## src/rtl/linear_cordic_pkg.sv

```systemverilog
// -----------------------------------------------------------------------------
// linear_cordic_pkg
// Shared definitions for the linear CORDIC blocks: default datapath geometry
// (Q3.23 in a 27-bit word, 24 rotation steps), the controller state encoding
// and a helper that sizes the iteration counter.
// No ports (package).
// -----------------------------------------------------------------------------
package linear_cordic_pkg;

   // Default datapath geometry. 1.0 is 1 << DEF_FRAC_BITS.
   localparam int DEF_BIT_WIDTH  = 27;
   localparam int DEF_FRAC_BITS  = 23;
   localparam int DEF_ITERATIONS = 24;

   // Controller state encoding, kept as plain 2-bit constants so older
   // checkers that compare against raw codes keep working.
   typedef logic [1:0] cordic_state_t;
   localparam cordic_state_t ST_IDLE = 2'd0;
   localparam cordic_state_t ST_RUN  = 2'd1;
   localparam cordic_state_t ST_DONE = 2'd2;

   // Iteration counter width: ceil(log2(iterations)), never below one bit.
   function automatic int cnt_width(input int iterations);
      return (iterations > 1) ? $clog2(iterations) : 1;
   endfunction

endpackage

```

## src/rtl/linear_cordic_rot_step.sv

```systemverilog
// -----------------------------------------------------------------------------
// linear_cordic_rot_step
// One combinational linear-CORDIC rotation step. The sign of the residual
// angle z picks the direction: z is pushed toward zero by 2^(FRAC_BITS-shift)
// and y moves by (x >>> shift) in the matching direction. x is not touched,
// so it is not an output. All arithmetic wraps modulo 2^BIT_WIDTH.
//
// Ports
//   x      in   BIT_WIDTH  multiplicand (signed)
//   y      in   BIT_WIDTH  accumulator (signed)
//   z      in   BIT_WIDTH  residual angle (signed)
//   shift  in   SHIFT_W    step index, 0 .. FRAC_BITS
//   next_y out  BIT_WIDTH  accumulator after this step
//   next_z out  BIT_WIDTH  residual angle after this step
// -----------------------------------------------------------------------------
module linear_cordic_rot_step
   import linear_cordic_pkg::*;
#(
   parameter int BIT_WIDTH = DEF_BIT_WIDTH,
   parameter int FRAC_BITS = DEF_FRAC_BITS,
   parameter int SHIFT_W   = 5
) (
   input  logic signed [BIT_WIDTH-1:0] x,
   input  logic signed [BIT_WIDTH-1:0] y,
   input  logic signed [BIT_WIDTH-1:0] z,
   input  logic        [SHIFT_W-1:0]   shift,
   output logic signed [BIT_WIDTH-1:0] next_y,
   output logic signed [BIT_WIDTH-1:0] next_z
);

   // 1.0 in the fixed-point format; the step angle is this shifted right,
   // which avoids a variable subtraction FRAC_BITS-shift in the datapath.
   localparam logic [BIT_WIDTH-1:0] ANGLE_BASE = BIT_WIDTH'(1) << FRAC_BITS;

   logic        [BIT_WIDTH-1:0] angle;
   logic signed [BIT_WIDTH-1:0] x_sh;
   logic                        z_neg;

   always_comb begin
      angle  = ANGLE_BASE >> shift;
      x_sh   = x >>> shift;
      z_neg  = z[BIT_WIDTH-1];
      next_y = y;
      next_z = z;
      if (z_neg) begin
         next_z = z + $signed(angle);
         next_y = y - x_sh;
      end else begin
         next_z = z - $signed(angle);
         next_y = y + x_sh;
      end
   end

endmodule

```

## src/rtl/linear_cordic_rot_iter.sv

```systemverilog
// -----------------------------------------------------------------------------
// linear_cordic_rot_iter
// Iterative linear CORDIC in rotation mode: a multiply-accumulate
// y_out = y_in + x_in * z_in computed one rotation step per clock.
// A three-state controller (IDLE -> RUN -> DONE) sequences the steps; the
// register named "state" holds the controller state for probing.
//
// Handshake: an operand set transfers on a rising edge where in_valid and
// in_ready are both 1; a result transfers on a rising edge where out_valid and
// out_ready are both 1. in_ready is 1 only in IDLE and out_valid only in DONE,
// so accept and consume can never share an edge; in_valid seen outside IDLE is
// ignored, and outputs are held stable while out_valid waits for out_ready.
//
// Ports
//   clk        in   1          clock, rising edge
//   reset_n    in   1          asynchronous active-low reset
//   x_in       in   BIT_WIDTH  multiplicand
//   y_in       in   BIT_WIDTH  accumulator seed
//   z_in       in   BIT_WIDTH  multiplier (rotation angle)
//   in_valid   in   1          operand set valid
//   in_ready   out  1          block can accept operands (IDLE)
//   x_out      out  BIT_WIDTH  x passthrough
//   y_out      out  BIT_WIDTH  result y_in + x_in*z_in
//   z_out      out  BIT_WIDTH  residual angle, near zero after convergence
//   out_valid  out  1          result valid (DONE)
//   out_ready  in   1          consumer accepts the result
// -----------------------------------------------------------------------------
module linear_cordic_rot_iter
   import linear_cordic_pkg::*;
#(
   parameter int BIT_WIDTH  = DEF_BIT_WIDTH,
   parameter int FRAC_BITS  = DEF_FRAC_BITS,
   parameter int ITERATIONS = DEF_ITERATIONS
) (
   input  logic                 clk,
   input  logic                 reset_n,
   input  logic [BIT_WIDTH-1:0] x_in,
   input  logic [BIT_WIDTH-1:0] y_in,
   input  logic [BIT_WIDTH-1:0] z_in,
   input  logic                 in_valid,
   output logic                 in_ready,
   output logic [BIT_WIDTH-1:0] x_out,
   output logic [BIT_WIDTH-1:0] y_out,
   output logic [BIT_WIDTH-1:0] z_out,
   output logic                 out_valid,
   input  logic                 out_ready
);

   localparam int               CNT_W     = cnt_width(ITERATIONS);
   localparam logic [CNT_W-1:0] LAST_ITER = CNT_W'(ITERATIONS - 1);

   cordic_state_t               state;
   logic        [CNT_W-1:0]     iter;
   logic signed [BIT_WIDTH-1:0] x_r;
   logic signed [BIT_WIDTH-1:0] y_r;
   logic signed [BIT_WIDTH-1:0] z_r;
   logic signed [BIT_WIDTH-1:0] step_y;
   logic signed [BIT_WIDTH-1:0] step_z;

   // Single shared step; the counter doubles as the shift amount.
   linear_cordic_rot_step #(
      .BIT_WIDTH (BIT_WIDTH),
      .FRAC_BITS (FRAC_BITS),
      .SHIFT_W   (CNT_W)
   ) u_step (
      .x      (x_r),
      .y      (y_r),
      .z      (z_r),
      .shift  (iter),
      .next_y (step_y),
      .next_z (step_z)
   );

   always_ff @(posedge clk or negedge reset_n) begin
      if (!reset_n) begin
         state <= ST_IDLE;
         iter  <= '0;
         x_r   <= '0;
         y_r   <= '0;
         z_r   <= '0;
      end else begin
         case (state)
            ST_IDLE: begin
               if (in_valid) begin
                  x_r   <= $signed(x_in);
                  y_r   <= $signed(y_in);
                  z_r   <= $signed(z_in);
                  iter  <= '0;
                  state <= ST_RUN;
               end
            end
            ST_RUN: begin
               y_r <= step_y;
               z_r <= step_z;
               // The step with the last shift is applied on the same edge
               // that moves to DONE, so the count stays at LAST_ITER there.
               if (iter == LAST_ITER) begin
                  state <= ST_DONE;
               end else begin
                  iter <= iter + CNT_W'(1);
               end
            end
            ST_DONE: begin
               if (out_ready) begin
                  state <= ST_IDLE;
               end
            end
            default: begin
               state <= ST_IDLE;
            end
         endcase
      end
   end

   assign in_ready  = (state == ST_IDLE);
   assign out_valid = (state == ST_DONE);

   // Results come straight from the working registers; they only change in
   // IDLE (load) and RUN (steps), so they are frozen throughout DONE.
   assign x_out = x_r;
   assign y_out = y_r;
   assign z_out = z_r;

endmodule

```

## config.mk

```make
export PLATFORM = sky130hd
export DESIGN_NAME = linear_cordic_rot_iter
export DESIGN_NICKNAME = d
export VERILOG_FILES = /design/src/rtl/linear_cordic_pkg.sv /design/src/rtl/linear_cordic_rot_step.sv /design/src/rtl/linear_cordic_rot_iter.sv
export SDC_FILE = /design/constraint.sdc
export NUM_CORES = 1
export LEC_CHECK = 0
export CAP_MARGIN = 20
export CORE_MARGIN = 2
export CORE_UTILIZATION = 23
export CTS_CLUSTER_SIZE = 14
export DETAILED_ROUTE_END_ITERATION = 6
export MAX_ROUTING_LAYER = met4
export PLACE_DENSITY = 0.52
export SETUP_SLACK_MARGIN = 0.05
export SLEW_MARGIN = 20
export SYNTH_ARGS = -nofsm -noshare
export SYNTH_HDL_FRONTEND = slang
export SYNTH_HIERARCHICAL = 1
export SYNTH_SLANG_ARGS = --single-unit
```

## constraint.sdc

```tcl
create_clock -name clk -period 13.7 [get_ports clk]
set_clock_uncertainty 0.2 [all_clocks]
set_input_delay 2.74 -clock clk [delete_from_list [all_inputs] [get_ports clk]]
set_output_delay 2.74 -clock clk [all_outputs]
set_load 0.1 [all_outputs]
```

==> results of run 1 <==
worst max-delay path by stage:
stage,from,endpoint,cells after the start
4_1_cts,iter[0],y_out[26],21
5_1_grt,iter[0],y_out[26],21
2_1_floorplan,x_out[25],y_out[26],21
3_5_place_dp,iter[0],y_out[26],21
6_report,iter[0],y_out[26],21
3_3_place_gp,iter[0],y_out[26],21
state kept, by name, summed over array words and instances, names as in the netlist:
register and flops:
z_out 27, x_out 27, iter 5, y_out 27
state 2
cell usage after synthesis, drive strengths merged (8+ instances only):
| library cell | instances |
|---|---|
| nand2 | 259 |
| nand3 | 124 |
| dfrtp | 88 |
| nor2 | 73 |
| a21oi | 70 |
| ha | 55 |
| o21ai | 49 |
| buf | 40 |
| xnor2 | 39 |
| inv | 37 |
| a21o | 31 |
| clkbuf | 30 |
| xor2 | 30 |
| mux4 | 25 |
| nor3 | 25 |
| mux2i | 23 |
| a31oi | 15 |
| nor2b | 15 |
| mux2 | 14 |
| nand2b | 11 |
| o21a | 10 |
| o21bai | 9 |
| and2 | 8 |
| o22ai | 8 |
| or3 | 8 |
worst min-delay path, cell delays in order, from the launching register on:
cell and delay [ns]:
sky130_fd_sc_hd__dfrtp_1 0.40, sky130_fd_sc_hd__nand2_1 0.06, sky130_fd_sc_hd__nand2_1 0.06
layer usage:
metal	wire (um)	share of wire
met1	15850	0.49
met2	14470	0.44
met3	1451	0.044
met4	894	0.027
met5	0	0
cell type report:
class | instances | share of cell area
clock buffer | 10 | 0.01948
clock inverter | 6 | 0.007771
inverter | 39 | 0.01245
multi-input combinational | 1010 | 0.5651
sequential | 88 | 0.1875
tap | 525 | 0.05589
timing repair buffer | 181 | 0.1518
cell families after synthesis:
logic type | after synthesis
compound gates | 263
xor+xnor | 69
fa+ha+maj | 57
buf+inv | 109
flops | 88
mux | 62
simple gates | 559
metrics by stage:
stage | instances | hold slack (ns) | instance area [sq um] | utilization
after floorplan | 1207 | 0.3210 | 9331 | -
after global placement | 1842 | 0.3387 | 11410 | 0.2859
after detailed placement | 1842 | 0.3526 | 11410 | 0.2859
after CTS | 1858 | 0.3711 | 11730 | 0.2940
after global routing | 1859 | 0.3939 | 11750 | 0.2945
final | 1859 | 0.3515 | 11750 | 0.2945
==> impl_metrics.sql, run 1 <==
INSERT INTO impl_metrics (metric_group, metric, value, unit) VALUES
('layout', 'footprint_of_the_multi_input_gates', '6643', 'sq um'),
('setup_path', 'setup.reg_to_reg.worst_slack', '7.05', 'ns'),
('sta', 'layout_worst_path_cycle_share', '0.4852', ''),
('floorplan', 'row_count', '73', ''),
('place', 'dp_hpwl', '24910', 'um'),
('place', 'globalplace.congestion', '0.9168', ''),
('setup_path', 'start_kind', 'register', ''),
('clocking', 'hold_buffers', '0', ''),
('global_route', 'antenna_found_initial', '0', ''),
('sta', 'final_max_slew_viol_count', '0', ''),
('sta', 'postLayoutSetupSlackWorst', '7.053', 'ns'),
('yosys', 'postSynth.asyncResetShare', '1.000', ''),
('yosys', 'synthDominantCellAreaShare', '0.2360', ''),
('global_route', 'grt_pass1_vias', '8982', ''),
('layout', 'num_antenna_cells', '0', ''),
('yosys', 'synth_simple_gate_area_share', '0.2746', ''),
('global_route', 'grt_busiest_layer', 'met2', ''),
('clocking', 'cts-root-buf', 'sky130_fd_sc_hd__clkbuf_16', ''),
('min_path', 'hold-path-endpoint', 'x_out[0]', ''),
('sta', 'final_hold_vios', '0', ''),
('global_route', 'use_met3', '0.02487', ''),
('layout', 'area.sequential', '2203', 'sq um'),
('setup_path', 'worst_ep_arrival_time', '6.70', 'ns'),
('yosys', 'synth_top_cell_by_area', 'sky130_fd_sc_hd__dfrtp_1', ''),
('global_route', 'grt_first_pass_wirelength', '51310', 'um'),
('clocking', 'clk_pin_slew_worst_paths', '0.07', 'ns'),
('yosys', 'synth-edff-count', '0', ''),
('setup_path', 'worst_setup_path_end_kind', 'register', ''),
('layout', 'drive_above_1_share', '0.06972', ''),
('clocking', 'cts.sinks', '88', ''),
('clocking', 'clockBufferDepth', '2', ''),
('global_route', 'global_route.usage.met1', '0.2200', ''),
('sta', 'rsz_0062_raised_after_global_routing', 'false', ''),
('yosys', 'syn_area_per_cell', '7.731', 'sq um'),
('detailed_routing', 'number_of_drc_violations_after_detailed_routing', '0', ''),
('run', 'cap_viol_max_count', '0', ''),
('yosys', 'post_synth_fa_ha_maj_area_fraction', '0.07804', ''),
('sta', 'timing.final.crit_period', '6.647', 'ns'),
('floorplan', 'initial_util', '0.2338', ''),
('clocking', 'cts_buffers', '9', ''),
('layout', 'final_common_cell', 'sky130_fd_sc_hd__nand2_1', ''),
('yosys', 'synth_sequential_area_ratio', '0.2360', ''),
('setup_path', 'critical_path_buf_inv_count', '3', ''),
('yosys', 'synth_top_family_by_area', 'simple AND/OR/NAND/NOR gates', ''),
('setup_path', 'rr_worst_depth', '21', ''),
('setup_path', 'critical_path.reg2reg.startpoint', 'iter[0]', ''),
('min_path', 'min-delay-start', 'x_out[0]', ''),
('setup_path', 'rr_endpoint', 'y_out[26]', ''),
('setup_path', 'critical_path.cell_chain', 'buf_4, mux4_2, mux2_2, mux4_2, inv_1, ha_1, nand2_1, or2_1, inv_1, a21oi_1, xor2_1, ha_1, and2_1, a311oi_1, a31oi_1, a2111oi_0, nor3_1, o31ai_1, xnor2_1, nand2_1, nand3_1', ''),
('sta', 'report.final.setup_viol', '0', ''),
('setup_path', 'cp_slowest_stage_delay', '0.82', 'ns'),
('setup_path', 'worst_path_max_fanout', '35', ''),
('place', 'post-place-ws', '7.078', 'ns'),
('outcome', 'status', 'complete, no violations', ''),
('yosys', 'synthXorXnorAreaFrac', '0.06476', ''),
('detailed_routing', 'wl', '32660', 'um'),
('floorplan', 'core_area', '39910', 'sq um'),
('sta', 'slew_headroom', '0.3083', ''),
('layout', 'number_of_nets_in_the_layout', '1471', ''),
('setup_path', 'crit_path_category', 'register to register', ''),
('clocking', 'clock_tree_from_tritoncts', 'built', ''),
('detailed_routing', 'vias', '9238', ''),
('clocking', 'cts.repair.resized', '0', ''),
('setup_path', 'crit_family', 'compound AO/OA/AOI/OAI gates', ''),
('yosys', 'yosys_most_used_dff', 'sky130_fd_sc_hd__dfrtp_1', ''),
('yosys', 'synth_compound_gate_area_share', '0.1888', ''),
('floorplan', 'die_x', '205.4', 'um'),
('clocking', 'post_cts_buffers', '0', ''),
('detailed_routing', 'drt_pass1_iterations', '5', ''),
('setup_path', 'critical-path-slowest-cell', 'sky130_fd_sc_hd__a2111oi_0', ''),
('detailed_routing', 'route.detailed.wl_per_inst', '17.57', 'um');
Power of run 1 is left out: the tool's default activity adds up to more than one toggle a clock period on the data nets, which glitch-free logic cannot reach.
==> run 2: changes to the inputs <==
Settings changed: PLACE_DENSITY 0.52 to 0.54.
Clock period 13.7 ns to 5.9 ns, I/O delays scaled along.
==> impl_metrics.sql, run 2 (synthesis results as in run 1) <==
INSERT INTO impl_metrics (metric_group, metric, value, unit) VALUES
('layout', 'number_of_nets_in_the_layout', '1527', ''),
('place', 'post-place-ws', '-0.02457', 'ns'),
('min_path', 'min-delay-start', 'y_out[0]', ''),
('setup_path', 'setup.reg_to_reg.worst_slack', '0.34', 'ns'),
('sta', 'layout_worst_path_cycle_share', '0.9422', ''),
('global_route', 'antenna_found_initial', '0', ''),
('clocking', 'clock_latency_on_the_worst_skew_pair', '0.37', 'ns'),
('setup_path', 'timing.critical_path.required', '6.01', 'ns'),
('place', 'dpl-instance-area', '11770', 'sq um'),
('setup_path', 'rr_worst_depth', '22', ''),
('min_path', 'min_delay_path_depth', '2', ''),
('detailed_routing', 'viasPerCell', '4.998', ''),
('run', 'cap_viol_max_count', '0', ''),
('detailed_routing', 'drt_first_iter_violations', '706', ''),
('clocking', 'clk_pin_slew_worst_paths', '0.07', 'ns'),
('global_route', 'globalRoute.totalOverflow', '0', ''),
('global_route', 'grt_max_degree', '61', ''),
('sta', 'final_hold_vios', '0', ''),
('place', 'dp_hpwl', '26690', 'um'),
('sta', 'tightest_slew', '1.018', 'ns'),
('global_route', 'grt_usage', '0.1691', ''),
('sta', 'final_max_slew_viol_count', '0', ''),
('sta', 'timing.final.crit_period', '5.559', 'ns'),
('layout', 'num_antenna_cells', '0', ''),
('setup_path', 'crit_path_category', 'register to register', ''),
('setup_path', 'rr_endpoint', 'y_out[24]', ''),
('setup_path', 'worst_ep_arrival_time', '5.67', 'ns'),
('clocking', 'cts-root-buf', 'sky130_fd_sc_hd__clkbuf_16', ''),
('layout', 'final_cell_count_no_fill', '1915', ''),
('outcome', 'status', 'complete, no violations', ''),
('layout', 'drive_above_1_share', '0.1108', ''),
('clocking', 'clock_tree.htree_level_count', '3', ''),
('sta', 'max_freq', '0.1799', 'GHz'),
('detailed_routing', 'route.detailed.wl_per_inst', '17.95', 'um'),
('min_path', 'hold-path-endpoint', 'y_out[0]', ''),
('place', 'placedCellCount', '1887', ''),
('place', 'port_buffers', '167', ''),
('clocking', 'clock_tree_from_tritoncts', 'built', ''),
('sta', 'rsz_0062_raised_after_global_routing', 'true', ''),
('detailed_routing', 'wl', '34380', 'um'),
('min_path', 'worst_hold_path_class', 'register to register', ''),
('layout', 'final_common_cell', 'sky130_fd_sc_hd__nand2_1', ''),
('sta', 'slew_headroom', '0.3192', ''),
('floorplan', 'row_count', '73', ''),
('floorplan', 'design.die.area', '42200', 'sq um'),
('global_route', 'grt_first_pass_wirelength', '53770', 'um'),
('clocking', 'clockBufferDepth', '2', ''),
('setup_path', 'critical_path.reg2reg.startpoint', 'iter[0]', ''),
('setup_path', 'worst_path_max_fanout', '8', ''),
('detailed_routing', 'vias', '9572', ''),
('detailed_routing', 'antenna_left', '0', ''),
('clocking', 'cts.sinks', '88', ''),
('floorplan', 'core_area', '39910', 'sq um'),
('layout', 'syn_to_final_growth', '30.88', '%'),
('global_route', 'grt_pass1_vias', '9516', ''),
('layout', 'fin_area', '12210', 'sq um'),
('layout', 'fraction_of_the_core_area_covered_by_cells_at_the_end_of_the_flow', '0.3060', ''),
('setup_path', 'start_kind', 'register', ''),
('sta', 'report.final.setup_viol', '0', ''),
('layout', 'mostFrequentLayoutCells', 'sky130_fd_sc_hd__nand2_1 (259), sky130_fd_sc_hd__clkdlybuf4s50_1 (166), sky130_fd_sc_hd__nand3_1 (124), sky130_fd_sc_hd__dfrtp_1 (86), sky130_fd_sc_hd__nor2_1 (73)', ''),
('detailed_routing', 'number_of_drc_violations_after_detailed_routing', '0', ''),
('floorplan', 'initial_util', '0.2338', ''),
('detailed_routing', 'drt_pass1_iterations', '5', ''),
('floorplan', 'pin_count', '168', ''),
('floorplan', 'dieHeight', '205.4', 'um'),
('place', 'globalplace.congestion', '0.9145', ''),
('clocking', 'cts_buffers', '9', ''),
('floorplan', 'die_x', '205.4', 'um'),
('sta', 'postLayoutSetupSlackWorst', '0.3408', 'ns'),
('setup_path', 'worst_setup_path_end_kind', 'register', '');
==> run 2: changes by cell type in the layout (fill, tap and decap cells not counted), sizes merged <==
cell           before  now
buf                16   70
bufinv              2    1
clkbuf             10   13
clkdlybuf4s50     165  166
clkinvlp            3    2
==> run 2: worst max-delay path by stage <==
stage / slack (ns) / to / cells past startpoint / startpoint
floorplan: 0.40 / y_out[26] / 21 / x_out[25]
global placement: 0.02 / y_out[25] / 23 / iter[0]
detailed placement: -0.02 / y_out[25] / 23 / iter[0]
CTS: 0.05 / y_out[25] / 23 / iter[0]
global route: 0.04 / y_out[25] / 25 / iter[0]
finish: 0.34 / y_out[24] / 22 / iter[0]
==> run 2: cell type report <==
class                           count  area, sq um
Inverter                           39        146.4
Sequential cell                    88         2207
Clock buffer                       12        236.5
Clock inverter                      4        53.80
Multi-Input combinational cell   1010         6698
Tap cell                          525        656.9
Timing Repair Buffer              237         2215
Fill cell                        4276        27700
==> run 2: layer usage <==
metal | vias to the layer above | global-route usage | wire [um]
li1 | 4693 | - | -
met1 | 4626 | 0.2273 | 16420
met2 | 229 | 0.2633 | 15890
met3 | 24 | 0.02075 | 1395
met4 | 0 | 0.05627 | 673
met5 | - | - | 0
==> run 2: worst max-delay path, stage by stage, from the launching register on <==
cell and delay [ns]:
sky130_fd_sc_hd__dfrtp_4 0.50, sky130_fd_sc_hd__clkbuf_4 0.22, sky130_fd_sc_hd__buf_4 0.12, sky130_fd_sc_hd__mux4_2 0.54, sky130_fd_sc_hd__mux2i_2 0.39, sky130_fd_sc_hd__mux4_2 0.35, sky130_fd_sc_hd__ha_1 0.23, sky130_fd_sc_hd__nor2_1 0.09
sky130_fd_sc_hd__a21o_1 0.14, sky130_fd_sc_hd__inv_1 0.07, sky130_fd_sc_hd__fa_1 0.43, sky130_fd_sc_hd__nor2b_1 0.13, sky130_fd_sc_hd__o21ai_0 0.11, sky130_fd_sc_hd__a21boi_0 0.34, sky130_fd_sc_hd__o2111ai_1 0.15, sky130_fd_sc_hd__a31oi_1 0.36
sky130_fd_sc_hd__a2111oi_2 0.14, sky130_fd_sc_hd__buf_4 0.16, sky130_fd_sc_hd__nor3_1 0.32, sky130_fd_sc_hd__nor3_1 0.11, sky130_fd_sc_hd__xnor2_1 0.20, sky130_fd_sc_hd__nand2_1 0.09, sky130_fd_sc_hd__nand3_1 0.10
==> run 2: what timing repair did <==
| item | 4_1_cts | 5_1_grt |
|---|---|---|
| gates resized for setup | 1 | 15 |
| setup endpoints to repair | 1 | 8 |
| pin swaps | 1 | 5 |
| buffers inserted | 0 | 12 |
| hold buffers | 0 | 0 |
==> run 2: stage by stage <==
| step | hold WS (ns) | setup TNS [ns] |
|---|---|---|
| 2_1_floorplan | 0.3210 | 0 |
| 3_3_place_gp | 0.3415 | 0 |
| 3_5_place_dp | 0.3526 | -0.02457 |
| 4_1_cts | 0.3708 | 0 |
| 5_1_grt | 0.4029 | 0 |
| 6_report | 0.3636 | 0 |
Power of run 2 is left out for the same reason.
